`src/rtl/piso_pkg.sv`:
```
// Shared types and helpers for the parallel-in/serial-out serializer.
// Latency: n/a (package only).
// Backpressure: n/a (package only).
//
// Contents:
//   state_t     FSM state encoding (IDLE, SHIFT, PARITY)
//   PAR_BITS    number of trailing parity bits per frame (0 or 1)
//   cnt_width() bit-counter width for a given word width ($clog2(WIDTH))
//   frame_len() enabled cycles per frame: data bits plus parity bit
// Optional feature macro: PISO_SERIALIZER_PARITY_EN adds the parity bit.
package piso_pkg;

    typedef enum logic [1:0] {
        IDLE   = 2'd0,
        SHIFT  = 2'd1,
        PARITY = 2'd2
    } state_t;

`ifdef PISO_SERIALIZER_PARITY_EN
    localparam int PAR_BITS = 1;
`else
    localparam int PAR_BITS = 0;
`endif

    // Counter only walks the data bits, so it needs $clog2(WIDTH) bits.
    // The floor of 1 keeps the vector legal for degenerate widths.
    function automatic int cnt_width(input int width);
        return (width > 1) ? $clog2(width) : 1;
    endfunction

    function automatic int frame_len(input int width);
        return width + PAR_BITS;
    endfunction

endpackage

```
`src/rtl/piso_shreg.sv`:
```
// Loadable shift register feeding the serializer's output bit register.
// Latency: load or shift takes effect at the next posedge clk.
// Backpressure: none; the owner gates 'shift' with the serial enable.
//
// Ports:
//   clk, rst  clock and synchronous active-high reset (clears contents)
//   load      capture d (takes priority over shift)
//   shift     advance by one bit toward the output end, zero fill
//   d         parallel word to load
//   peek      bit that becomes the head after the next shift
module piso_shreg #(
    parameter int WIDTH     = 4,
    parameter bit MSB_FIRST = 1'b0
) (
    input  logic             clk,
    input  logic             rst,
    input  logic             load,
    input  logic             shift,
    input  logic [WIDTH-1:0] d,
    output logic             peek
);

    logic [WIDTH-1:0] q;

    // Head of the register is q[0] for LSB-first and q[WIDTH-1] for
    // MSB-first. Zero fill means a fully drained register reads 0.
    always_ff @(posedge clk) begin
        if (rst) begin
            q <= '0;
        end else if (load) begin
            q <= d;
        end else if (shift) begin
            if (MSB_FIRST) begin
                q <= {q[WIDTH-2:0], 1'b0};
            end else begin
                q <= {1'b0, q[WIDTH-1:1]};
            end
        end
    end

    // The caller registers its output bit at the same edge the shift
    // happens, so it needs the bit one position behind the head.
    assign peek = MSB_FIRST ? q[WIDTH-2] : q[1];

endmodule

```
`src/rtl/piso_serializer.sv`:
```
// Parallel-in/serial-out serializer: one bit per enabled cycle, zero-bubble streaming.
// Latency: word accepted at edge N is presented on ser_out from edge N+1.
// Backpressure: shift_en=0 holds the current bit; in_ready only in IDLE or on final-bit consume.
//
// Ports:
//   clk, rst   clock; synchronous active-high reset
//   i          parallel word (sampled only at the accept edge)
//   in_valid   i holds a word
//   in_ready   combinational; accept when in_valid & in_ready at posedge
//   shift_en   serial consumer takes the current bit this cycle
//   ser_out    current serial bit (0 whenever ser_valid = 0)
//   ser_valid  ser_out is meaningful
//   ser_first  first bit of a frame
//   ser_last   last bit of a frame
// Optional feature macro: PISO_SERIALIZER_PARITY_EN appends an even-parity
// bit (XOR of the word) after the data bits; ser_last then marks it.
module piso_serializer
    import piso_pkg::*;
#(
    parameter int WIDTH     = 4,
    parameter bit MSB_FIRST = 1'b0
) (
    input  logic             clk,
    input  logic             rst,
    input  logic [WIDTH-1:0] i,
    input  logic             in_valid,
    output logic             in_ready,
    input  logic             shift_en,
    output logic             ser_out,
    output logic             ser_valid,
    output logic             ser_first,
    output logic             ser_last
);

    localparam int              CW          = cnt_width(WIDTH);
    localparam logic [CW-1:0]   CNT_LAST    = CW'(WIDTH - 1);
    localparam logic [CW-1:0]   CNT_PRELAST = CW'(WIDTH - 2);

    state_t         state;
    logic [CW-1:0]  cnt;
    logic           last_data;
    logic           final_bit;
    logic           accept;
    logic           first_bit;
    logic           sr_shift;
    logic           sr_peek;

`ifdef PISO_SERIALIZER_PARITY_EN
    logic           par;
`endif

    assign last_data = (state == SHIFT) && (cnt == CNT_LAST);

`ifdef PISO_SERIALIZER_PARITY_EN
    assign final_bit = (state == PARITY);
`else
    assign final_bit = last_data;
`endif

    // Ready while idle, or when the bit being consumed this edge ends the
    // frame: that is what lets the next word follow with no bubble.
    assign in_ready  = !rst && ((state == IDLE) || (final_bit && shift_en));
    assign accept    = in_valid && in_ready;
    assign first_bit = MSB_FIRST ? i[WIDTH-1] : i[0];

    // The final data bit never needs shifting out: the next thing shown is
    // either a new word, the parity bit, or nothing.
    assign sr_shift  = (state == SHIFT) && shift_en && !last_data;

    piso_shreg #(
        .WIDTH     (WIDTH),
        .MSB_FIRST (MSB_FIRST)
    ) u_shreg (
        .clk   (clk),
        .rst   (rst),
        .load  (accept),
        .shift (sr_shift),
        .d     (i),
        .peek  (sr_peek)
    );

    always_ff @(posedge clk) begin
        if (rst) begin
            state     <= IDLE;
            cnt       <= '0;
            ser_out   <= 1'b0;
            ser_valid <= 1'b0;
            ser_first <= 1'b0;
            ser_last  <= 1'b0;
`ifdef PISO_SERIALIZER_PARITY_EN
            par       <= 1'b0;
`endif
        end else if (accept) begin
            // Covers both a start from IDLE and a back-to-back restart.
            state     <= SHIFT;
            cnt       <= '0;
            ser_out   <= first_bit;
            ser_valid <= 1'b1;
            ser_first <= 1'b1;
            ser_last  <= 1'b0;
`ifdef PISO_SERIALIZER_PARITY_EN
            par       <= ^i;
`endif
        end else if ((state == SHIFT) && shift_en) begin
            ser_first <= 1'b0;
            if (!last_data) begin
                cnt     <= cnt + 1'b1;
                ser_out <= sr_peek;
`ifdef PISO_SERIALIZER_PARITY_EN
                ser_last <= 1'b0;
`else
                ser_last <= (cnt == CNT_PRELAST);
`endif
            end else begin
`ifdef PISO_SERIALIZER_PARITY_EN
                state    <= PARITY;
                cnt      <= '0;
                ser_out  <= par;
                ser_last <= 1'b1;
`else
                state     <= IDLE;
                cnt       <= '0;
                ser_out   <= 1'b0;
                ser_valid <= 1'b0;
                ser_last  <= 1'b0;
`endif
            end
`ifdef PISO_SERIALIZER_PARITY_EN
        end else if ((state == PARITY) && shift_en) begin
            state     <= IDLE;
            cnt       <= '0;
            ser_out   <= 1'b0;
            ser_valid <= 1'b0;
            ser_first <= 1'b0;
            ser_last  <= 1'b0;
`endif
        end
    end

endmodule
```
`config.mk`:
```
export PLATFORM = sky130hd
export DESIGN_NAME = piso_serializer
export DESIGN_NICKNAME = d
export VERILOG_FILES = /design/src/rtl/piso_pkg.sv /design/src/rtl/piso_shreg.sv /design/src/rtl/piso_serializer.sv
export SDC_FILE = /design/constraint.sdc
export NUM_CORES = 1
export LEC_CHECK = 0
export ABC_AREA = 1
export BUFFER_PORTS_ARGS = -buffer_cell sky130_fd_sc_hd__buf_2
export CAP_MARGIN = 0
export CORE_AREA = 2 2 39 41
export CTS_CLUSTER_SIZE = 28
export DETAILED_ROUTE_END_ITERATION = 8
export DIE_AREA = 0 0 41 43
export HOLD_SLACK_MARGIN = 0.05
export SYNTH_ARGS = -nofsm -noshare
export SYNTH_HDL_FRONTEND = slang
export SYNTH_SLANG_ARGS = --single-unit
```
`constraint.sdc`:
```
create_clock -name clk -period 2.2 [get_ports clk]
set_input_delay 0 -clock clk [delete_from_list [all_inputs] [get_ports clk]]
set_output_delay 0 -clock clk [all_outputs]
set_load 0.005 [all_outputs]
```
## Word level (Yosys, flattened, before mapping)

Index checks and enable logic that the tools add are counted.

| word-level totals | value |
|---|---|
| flip-flop bits (word level) | 11 |
| bits of input ports | 8 |
| output and inout bits | 5 |
| word-level logic and storage cells | 40 |

| cells by class | value |
|---|---|
| $add $sub $neg | 1 |
| eq/ne operators | 2 |
| muxes and demuxes | 15 |
| reduce and logical (&&, ||, !) cells | 15 |

Operators with widths:

| kind | number |
|---|---|
| 1-bit 2-to-1 mux | 12 |
| 4-bit 2-to-1 mux | 2 |
| 1-bit logical AND | 6 |
| 2-bit nonzero test | 3 |
| 2-bit == test, second input constant | 2 |
| 2-bit by 1-bit adder with 2-bit output, second input constant | 1 |
| 1-bit logical NOT | 2 |
| 2-bit logical NOT | 1 |
| 2-bit 2-to-1 mux | 1 |
| 2-bit AND reduction | 1 |
| 2-bit OR reduction | 1 |
| 1-bit logical OR | 1 |

## Depth between registers and ports, before layout

| depth | value |
|---|---|
| depth in word-level cells | 8 |
| depth in mapped cells | 7 |
| gate-level depth less buffers | 7 |

## Cells and area by module

A second synthesis with hierarchy kept.

| unflattened totals | value |
|---|---|
| cells, all modules | 62 |
| area total of the unflattened synthesis | 431.7 um^2 |

Modules (own cells, without submodules):

| module | instances | cells each | area an instance (um^2) | sequential area each (um^2) |
|---|---|---|---|---|
| piso_serializer | 1 | 41 | 295.3 | 120.1 |
| piso_shreg | 1 | 21 | 136.4 | 60.1 |

## Worst setup path before layout

Ideal clock, no wire load.

| path | value |
|---|---|
| kind | register to register |
| start | register cnt[1] |
| end | register ser_out |
| setup time | 0.117 ns |
| arrival | 1.030 ns |
| required time | 2.083 ns |
| path slack | 1.053 ns |
| stages on the path, launching flop included | 7 |
| buffers on the path | 0 |
| clock period less this slack | 1.147 ns |
| cells stage by stage | dfxtp_1 ha_1 nand2_1 nand2_1 nand3_4 o21ai_0 nor2_1 |

| on the way | value |
|---|---|
| cells in the longest elaborated chain, start to end | 7 |
| elaborated cells on any way between the ends | 10 |
| those cells by class | eq/ne (1); mux (3); reduce/logical (6) |

RTL lines:

| item | RTL line | text |
|---|---|---|
| start: declaration | piso_serializer.sv:40 | `logic [CW-1:0] cnt;` |
| start signal: assignment | piso_serializer.sv:107 | `cnt <= cnt + 1'b1;` |
| 2-bit == test (*) | piso_serializer.sv:52 | `assign last_data = (state == SHIFT) && (cnt == CNT_LAST);` |
| 1-bit logical AND (*) | piso_serializer.sv:52 |  |
| 1-bit logical AND | piso_serializer.sv:62 | `assign in_ready = !rst && ((state == IDLE) \|\| (final_bit && shift_en));` |
| 1-bit logical OR | piso_serializer.sv:62 |  |
| 1-bit logical AND | piso_serializer.sv:62 |  |
| 1-bit logical AND | piso_serializer.sv:63 | `assign accept = in_valid && in_ready;` |
| 1-bit 2-to-1 mux / 2-bit nonzero test (equally long branches) | n/a |  |
| end signal: assignment | piso_serializer.sv:97 | `ser_out <= first_bit;` |
| end signal: assignment | piso_serializer.sv:108 | `ser_out <= sr_peek;` |
| end: declaration | piso_serializer.sv:29 | `output logic ser_out,` |

Mark *: on every way between the ends. The rest lies on a longest branch, timed or not. The select of a mux whose other input is x is not followed.
A chain may end at the register's enable or synchronous reset.

## Worst setup path after layout

Ends and elaborated chain as after synthesis.

==> out/metrics.csv <==
stage;metric;value;unit
outcome;outcome;finished, final reports clean;
cts;holdBufCountCts;3;
critical_path;crit_required;2.36;ns
floorplanning;rows;14;
synthesis;yosysWarnings;0;
floorplanning;io_pins;13;
critical_path;regToRegEndpoint;ser_out;
final_layout;final_cell_area;557;um2
route;drtAntennaViolNets;0;
synthesis;yosysUniqueCellTypes;14;
critical_path;crit_type;register to register;
timing;fmaxAchievable;778;MHz
cts;tritoncts;built;
timing;worst_pin_slew;0.225;ns
cts;clk_path_buf_depth;2;
timing;finClkSkew;0.00214;ns
timing;fin_crit;1.29;ns
floorplanning;dieWidth;41;um
synthesis;syn_area_per_cell;7.51;um2
final_layout;diodes;0;
floorplanning;core;0.00138;mm2
placement;post_dp_cell_area;500;um2
timing;max-slew-margin-rel;85.0;%
critical_path;reg2reg_from;cnt[1];
final_layout;layout-area-overhead-vs-synth;32.4;%
power;p_leak;0.000265;uW
placement;io_buffers;12;
floorplanning;fp.dieH;43;um
critical_path;worstPathMaxFanout;10;
cts;cts_resized;0;
route;post_drt_wl_per_cell;9.69;um
final_layout;fillCellCount;164;
synthesis;synthesis.area;420;um2
global_routing;globalRouteOverflowTotal;0;
route;drtIter0Drc;1;
synthesis;yosysSeqAreaShare;42.9;%
global_routing;antenna_found_initial;0;
global_routing;grt_pass1_vias;364;
route;drt-vias-per-instance;4.43;
timing;maxSlewViolCount;0;
floorplanning;start_util;30.4;%
cts;cts_setup_buffers;0;
min_path;min_from;in_valid;
synthesis;synth_fp_nets;66;
cts;clock-sinks;9;
synthesis;synth_seq_cells;9;
global_routing;grt_first_pass_wirelength;1480;um
final_layout;finalNetCount;86;
timing;fin_tns_setup;0;ns
cts;clk_latency;0.26;ns
timing;setup_viol;0;
placement;place_hpwl;636;um
min_path;worst_hold_path_type;primary input to register;
global_routing;grt_max_degree;11;
min_path;holdPathStages;3;
route;drt-total-wl;882;um
power;p_per_area;641;mW/mm2
cts;path_clk_slew;0.06;ns
critical_path;critPathArrivalTime;1.44;ns
synthesis;syn_inst;56;
placement;gp_congestion;0.689;
critical_path;r2r_cells;6;
global_routing;grt_usage;13.3;%
cts;ctsRootBufferMaster;clkbuf_4;
cts;h-tree-depth;1;
critical_path;crit_start;cnt[1];
route;dr.pass1.iters;2;
critical_path;start_kind;register;
cts;cts_buffers;3;
timing;post-route-period-util;58.5;%
critical_path;crit_path_end_kind;register;
final_layout;drive_above_1_share;25.3;%
route;vias;403;
critical_path;rrSetupSlack;0.91;ns
timing;rsz0062_at_grt;false;
route;route.detailed.drc;0;
job;max_cap_violations;0;
min_path;hold_end;u_shreg.q[3];
timing;finalHoldViolCount;0;
power;vdd_ir_drop_max;0.272;mV
floorplanning;die_area;0.00176;mm2
[cell families after synthesis]
| kind of cell | synth area share, % |
|---|---|
| flops | 42.9 |
| fa+ha+maj | 5.95 |
| simple gates | 35.1 |
| buf+inv | 5.36 |
| compound gates | 10.7 |
[metal layers]
layer	up-vias	GRT usage [%]	share of wire (%)
li1	225	-	-
met1	167	15.3	45
met2	7	18.1	48
met3	4	3.14	2.7
met4	0	14.0	4.1
met5	-	0	0
[final cells by class]
cell class / count / area (um2) / area share, %
sequential: 9 / 180 / 32.4
tap: 16 / 20.0 / 3.60
timing repair buffer: 15 / 90.1 / 16.2
inverter: 6 / 22.5 / 4.04
multi-input combinational: 41 / 218 / 39.1
clock buffer: 4 / 26.3 / 4.72
[synthesized netlist by cell type (all sizes together)]
cell type,n,area share (%)
nand3,6,10
o21ai,1,1.2
a21oi,8,9.5
nand2,16,15
dfxtp,9,43
and3,1,1.5
nor2,4,4.2
or2,1,1.5
inv,6,5.4
nand4,2,3.0
ha,2,6.0
[power by group]
| part | switching (uW) | internal, uW |
|---|---|---|
| registers | 4.76 | 172 |
| logic | 26.9 | 22.9 |
| clock network | 60.0 | 70.1 |
[state kept, by name, summed over array words and instances, names as in the netlist]
| register | count |
|---|---|
| ser_first | 1 |
| ser_out | 1 |
| ser_last | 1 |
| cnt | 2 |
| u_shreg.q | 3 |
| ser_valid | 1 |
[critical path, stage by stage (launching register included)]
cell	delay (ns)
dfxtp_1	0.36
ha_1	0.20
nand2_1	0.08
nand2_1	0.16
nand3_4	0.14
o21ai_0	0.18
nor2_1	0.06
[worst max-delay path by stage]
stage              end  depth (start not counted)
2_1_floorplan  ser_out                          6
3_3_place_gp   ser_out                          6
3_5_place_dp   ser_out                          6
4_1_cts        ser_out                          6
5_1_grt        ser_out                          6
6_report       ser_out                          6
[placed cells by master, fill, tap and decap left out]
cell / synthesis / layout
o21ai_0: 1 / 1
clkbuf_1: 0 / 1
inv_1: 6 / 6
nand3_1: 5 / 5
a21oi_1: 8 / 8
dlygate4sd3_1: 0 / 3
buf_2: 0 / 12
or2_2: 1 / 1
nor2_1: 3 / 3
dfxtp_1: 9 / 9
and3_1: 1 / 1
ha_1: 2 / 2
nor2_2: 1 / 1
clkbuf_4: 0 / 3
nand4_1: 2 / 2
nand3_4: 1 / 1
nand2_1: 15 / 15
nand2_2: 1 / 1
[through the flow]
step	setup slack [ns]	total power [uW]	hold slack, ns	util (%)	std cells
after floorplan	1.05	207	0.0351	-	56
after global placement	0.993	227	0.256	36.2	84
after detailed placement	0.922	227	0.250	36.2	84
after CTS	0.897	365	0.0591	40.2	91
after global routing	0.770	381	0.0653	40.2	91
final	0.914	357	0.0673	40.2	91
Note: power is estimated with default switching activity, not from simulation.
